File: src/rtl/uart_pkg.sv
// Shared types and helpers for the UART receive path.
package uart_pkg;

  typedef enum logic [2:0] {
    IDLE,
    START,
    DATA,
    PARITY,
    STOP,
    BREAK
  } rx_state_t;

  // Widest data word the parity helper accepts; narrower callers zero-extend.
  localparam int unsigned PAR_MAX_W = 16;

  function automatic logic parity_of(input logic [PAR_MAX_W-1:0] v);
    return ^v;
  endfunction

endpackage

File: src/rtl/uart_sync2.sv
// Two-flop synchroniser for an asynchronous single-bit input.
module uart_sync2 #(
  parameter logic RESET_VAL = 1'b1
) (
  input  logic clock,
  input  logic resetN,
  input  logic d,
  output logic q
);

  logic meta;

  always_ff @(posedge clock or negedge resetN) begin
    if (!resetN) begin
      meta <= RESET_VAL;
      q    <= RESET_VAL;
    end else begin
      // NOTE: non-blocking so q takes meta's pre-edge value, giving two real stages.
      meta <= d;
      q    <= meta;
    end
  end

endmodule

File: src/rtl/uart_rx_param.sv
// Oversampling UART receiver: start validation, mid-bit sampling, LSB-first
// shift, optional parity, valid/ready output with frame/parity/overrun pulses.
module uart_rx_param
  import uart_pkg::*;
#(
  parameter int DATA_W     = 8,
  parameter int OVERSAMPLE = 16,
  parameter int PARITY_EN  = 0,
  parameter int PARITY_ODD = 0
) (
  input  logic              clock,
  input  logic              resetN,
  input  logic              sample_tick,
  input  logic              serial_in,
  output logic [DATA_W-1:0] data,
  output logic              data_valid,
  input  logic              data_ready,
  output logic              frame_err,
  output logic              parity_err,
  output logic              overrun_err,
  output logic              busy
);

  localparam int TICK_W = $clog2(OVERSAMPLE);
  localparam int BIT_W  = $clog2(DATA_W + 1);

  localparam logic [TICK_W-1:0] HALF_LAST = TICK_W'(OVERSAMPLE / 2 - 1);
  localparam logic [TICK_W-1:0] FULL_LAST = TICK_W'(OVERSAMPLE - 1);
  localparam logic [BIT_W-1:0]  LAST_BIT  = BIT_W'(DATA_W - 1);
  localparam logic              ODD       = (PARITY_ODD != 0);

  rx_state_t         state;
  logic [TICK_W-1:0] tick_cnt;
  logic [BIT_W-1:0]  bit_cnt;
  logic [DATA_W-1:0] shift_reg;
  logic              parity_bad;
  logic              rx_s;
  logic              at_full;

  uart_sync2 #(.RESET_VAL(1'b1)) u_sync (
    .clock  (clock),
    .resetN (resetN),
    .d      (serial_in),
    .q      (rx_s)
  );

  // One full bit period has elapsed on this tick.
  assign at_full = sample_tick && (tick_cnt == FULL_LAST);
  assign busy    = (state != IDLE);

  always_ff @(posedge clock or negedge resetN) begin
    if (!resetN) begin
      state       <= IDLE;
      tick_cnt    <= '0;
      bit_cnt     <= '0;
      // NOTE: the shift register is reset too, so a frame cut by reset leaves nothing behind.
      shift_reg   <= '0;
      parity_bad  <= 1'b0;
      data        <= '0;
      data_valid  <= 1'b0;
      frame_err   <= 1'b0;
      parity_err  <= 1'b0;
      overrun_err <= 1'b0;
    end else begin
      frame_err   <= 1'b0;
      parity_err  <= 1'b0;
      overrun_err <= 1'b0;

      // A load in STOP below overrides this clear in the same cycle.
      if (data_valid && data_ready) data_valid <= 1'b0;

      case (state)
        IDLE: begin
          if (!rx_s) begin
            state    <= START;
            tick_cnt <= '0;
          end
        end

        START: begin
          if (sample_tick) begin
            if (tick_cnt == HALF_LAST) begin
              tick_cnt <= '0;
              if (rx_s) begin
                state <= IDLE;
              end else begin
                state      <= DATA;
                bit_cnt    <= '0;
                parity_bad <= 1'b0;
              end
            end else begin
              tick_cnt <= tick_cnt + TICK_W'(1);
            end
          end
        end

        DATA: begin
          if (at_full) begin
            tick_cnt  <= '0;
            shift_reg <= {rx_s, shift_reg[DATA_W-1:1]};
            bit_cnt   <= bit_cnt + BIT_W'(1);
            if (bit_cnt == LAST_BIT) begin
              if (PARITY_EN != 0) state <= PARITY;
              else                state <= STOP;
            end
          end else if (sample_tick) begin
            tick_cnt <= tick_cnt + TICK_W'(1);
          end
        end

        PARITY: begin
          if (at_full) begin
            tick_cnt   <= '0;
            parity_bad <= (parity_of(PAR_MAX_W'(shift_reg)) ^ rx_s) != ODD;
            state      <= STOP;
          end else if (sample_tick) begin
            tick_cnt <= tick_cnt + TICK_W'(1);
          end
        end

        STOP: begin
          if (at_full) begin
            tick_cnt <= '0;
            state    <= IDLE;
            if (!rx_s) begin
              frame_err <= 1'b1;
              state     <= BREAK;
            end else if (parity_bad) begin
              parity_err <= 1'b1;
            end else if (data_valid && !data_ready) begin
              overrun_err <= 1'b1;
            end else begin
              data       <= shift_reg;
              data_valid <= 1'b1;
            end
          end else if (sample_tick) begin
            tick_cnt <= tick_cnt + TICK_W'(1);
          end
        end

        BREAK: begin
          if (rx_s) state <= IDLE;
        end

        default: state <= IDLE;
      endcase
    end
  end

endmodule

File: config.mk
export PLATFORM = sky130hd
export DESIGN_NAME = uart_rx_param
export DESIGN_NICKNAME = d
export VERILOG_FILES = /design/src/rtl/uart_pkg.sv /design/src/rtl/uart_sync2.sv /design/src/rtl/uart_rx_param.sv
export SDC_FILE = /design/constraint.sdc
export NUM_CORES = 1
export LEC_CHECK = 0
export CAP_MARGIN = 20
export CORE_MARGIN = 5
export CORE_UTILIZATION = 30
export DETAILED_ROUTE_END_ITERATION = 10
export PLACE_DENSITY = 0.55
export REMOVE_ABC_BUFFERS = 1
export SLEW_MARGIN = 40
export SYNTH_ARGS = -nofsm -noshare
export SYNTH_HDL_FRONTEND = slang
export SYNTH_SLANG_ARGS = --single-unit
File: constraint.sdc
create_clock -name clock -period 5.9 [get_ports clock]
set_clock_uncertainty 0.1 [all_clocks]
set_input_delay 0.59 -clock clock [delete_from_list [all_inputs] [get_ports clock]]
set_output_delay 0.59 -clock clock [all_outputs]
set_load 0.02 [all_outputs]
==> flow_summary.ini <==
[die]
placementRows = 26
die_w_um = 83.86
ios = 18
die_h_um = 83.86
floorplan.initialDensity = 0.3144
core_region_area_mm2 = 0.005205
fp.dieArea_mm2 = 0.007033

[clock_tree]
cts_root_buffer = clkbuf_8
maximum_number_of_buffers_from_clock_root_to_sink = 2
tritoncts = yes
ctsHtreeMaxLevel = 2
cts_resizes = 0
clock-sinks = 34
ctsHoldBuffers = 0
tritoncts.num_buffers = 5
clk-insertion-delay-late_ns = 0.28
clkSlewWorstSetupHoldPaths_ns = 0.07
number_of_buffers_inserted_to_repair_setup_after_cts = 0

[power_and_ir_drop]
power_w = 0.0006600
power.combinational.fraction = 0.274
power_frac_seq = 0.466
power.share.switching = 0.3429
worst_ir_drop_vdd_mv = 0.1140
cell_internal_pwr_w = 0.0004337
p_leak_nw = 0.8878
net-switching-power_w = 0.0002263
cell_area_power_density_mw_per_mm2 = 336.9
pwr-share-clk = 0.260

[drt]
detail_route.wirelength_um = 3026
first_iter_violations = 57
post_drt_wl_per_cell_um = 13.21
drt_pass1_iterations = 4
highest_signal_layer_in_the_routed_design = met4
dr_wl_met3_um = 149
drtAntennaViolNets = 0
routedLengthMet1_um = 1415
met2RoutedLength_um = 1425
vias = 1128
drcViolationCount = 0
post_detailed_route_via_to_cell_ratio = 4.926

[hold_path]
worstHoldPathCells = 0
hp-class = flip-flop to flip-flop
hold_worst_path_end = u_sync.q$_DFF_PN1_
hold_start = u_sync.meta$_DFF_PN1_

[timing]
setup_slack_ns = 3.335
grt_setup_unrepaired = no
worst_slew_pin_slew_ns = 0.6707
report.final.slew_viol_count = 0
hold_violations_final = 0
max-slew-margin-rel = 0.5481
setup_viol = 0
finalWorstPathRequiredPeriod_ns = 2.565
maxClockFrequency_ghz = 0.3898
tns_ns = 0
final_min_period_over_clock_period = 0.4348

[synthesis]
synth.cells.most_frequent = dfrtp_1, mux2_2, nand2_1, o21ai_0
post_synth_inst_count = 139
synth_enable_flop_cells = 0
yosysWarnings = 0
syn-mean-instance-area_um2 = 11.77
post_synth_main_area_contributors = dfrtp_1, mux2_2, dfstp_2
synth_register_bits = 34
most_frequently_used_cell_type_in_the_post_synthesis_netlist = dfrtp_1
yosysTopAreaCellShare = 0.4893
synth_ff_type = dfrtp_1
post_synth_xor_area_fraction = 0.05657
synth_area_leader_cell = dfrtp_1
netlist_area_mm2 = 0.001637
synthArstFlopShare = 1.000
synth_fa_ha_area_frac = 0.01529
synth_top_family_by_area = simple AND/OR/NAND/NOR gates
synthDistinctLibCells = 40
synth-compound-area-share = 0.1032
synth-simple-area-share = 0.1590
seq_total_area_yosys = 0.5214
synth.mux.area_fraction = 0.1239

[placed_design]
gpl.final_weighted_congestion = 0.7218
place_hpwl_um = 2106
place_ws_ns = 3.388
placement.cell_area_mm2 = 0.001868
io_buffer_count = 17

[global_routing]
antenna_found_initial = 0
first_global_vias = 1184
groute.usage.overall = 0.09343
grt_pass1_wl_um = 5402
grt_overflow = 0
grt_max_degree = 35

[final_layout]
final_cell_area_mm2 = 0.001959
antenna_cells_inserted = 0
drive_gt1_frac = 0.2138
layout-area-overhead-vs-synth_pct = 19.72
nets = 165

[critical_path]
r2r-end = state[2]$_DFFE_PN0P_
crit-reg2reg-launch = tick_cnt[0]$_DFFE_PN0P_
worst-setup-path-type = flip-flop to primary output
worst-r2r-cell-count = 5
timing.critical_path.to_type = primary output
flop2flop_setup_slack_ns = 3.73
critical_path.max_fanout = 16
crit_arrival_ns = 1.88
critPathLaunchType = flip-flop
crit_required_ns = 5.21

[run]
timing.max_cap.violations = 0

[outcome]
outcome = finished clean
kinds of logic (layout without fill, tap and decap cells):
group,after synthesis,count (layout)
adder cells (fa/ha/maj),2,2
AND/OR/NAND/NOR,45,45
multiplexers,18,18
XOR/XNOR,9,9
flip-flops,34,34
buffers and inverters,6,26
AO/OA/AOI/OAI,25,25
layout by cell type, fill, tap and decap left out, drive strengths merged, types with 2 or more instances in the layout:
master / n
or2: 2
xor2: 4
clkbuf: 7
clkdlybuf4s50: 17
a211oi: 3
a21oi: 4
a21o: 3
xnor2: 4
mux2: 18
nor3b: 2
nor2: 5
o21ai: 9
ha: 2
nand4: 3
nand2: 9
and3: 3
dfstp: 2
nand2b: 2
nand4b: 2
nor3: 5
nand3: 5
dfrtp: 32
layer usage:
| layer | vias to the layer above | GRT usage |
|---|---|---|
| li1 | 542 | - |
| met3 | 5 | 0.03653 |
| met1 | 561 | 0.1082 |
| met5 | - | 0 |
| met2 | 20 | 0.1576 |
| met4 | 0 | 0.03070 |
final cells by class:
cell class | instances | area, um^2
multi-input cells | 99 | 749.5
repair buffers | 18 | 177.7
clock inverters | 1 | 5.005
fillers | 519 | 3246
flip-flops and latches | 34 | 853.3
clock buffers | 7 | 86.33
well taps | 70 | 87.58
how the worst max path moves through the flow:
stage	slack, ns	start	cells past startpoint	endpoint
final	3.33	state[1]$_DFFE_PN0P_	2	busy
after global routing	3.28	state[1]$_DFFE_PN0P_	2	busy
after CTS	3.35	state[1]$_DFFE_PN0P_	2	busy
after detailed placement	3.39	sample_tick	5	state[2]$_DFFE_PN0P_
after global placement	3.46	sample_tick	5	state[0]$_DFFE_PN0P_
after floorplan	4.05	state[1]$_DFFE_PN0P_	4	state[0]$_DFFE_PN0P_
worst max-delay path, cell delays in order (launching register included):
cell,delay [ns]
dfrtp_1,0.55
or3_1,0.48
clkdlybuf4s50_1,0.56
stage by stage:
step | std cells | hold slack, ns | util
6_report | 229 | 0.2574 | 0.3764
5_1_grt | 229 | 0.2667 | 0.3764
4_1_cts | 229 | 0.2597 | 0.3764
3_5_place_dp | 221 | 0.2476 | 0.3589
3_3_place_gp | 221 | 0.2478 | 0.3589
2_1_floorplan | 133 | 0.1944 | -
power groups by stage:
| stage | Combinational [W] | Clock (W) | Sequential, W |
|---|---|---|---|
| CTS | 0.000183 | 0.000179 | 0.000304 |
| detailed placement | 0.000181 | 0 | 0.000309 |
| global placement | 0.000176 | 0 | 0.000307 |
| finish | 0.000181 | 0.000171 | 0.000308 |
| global route | 0.000203 | 0.000187 | 0.000312 |
| floorplan | 0.000139 | 0 | 0.000295 |
(Power assumes the default switching activity.)
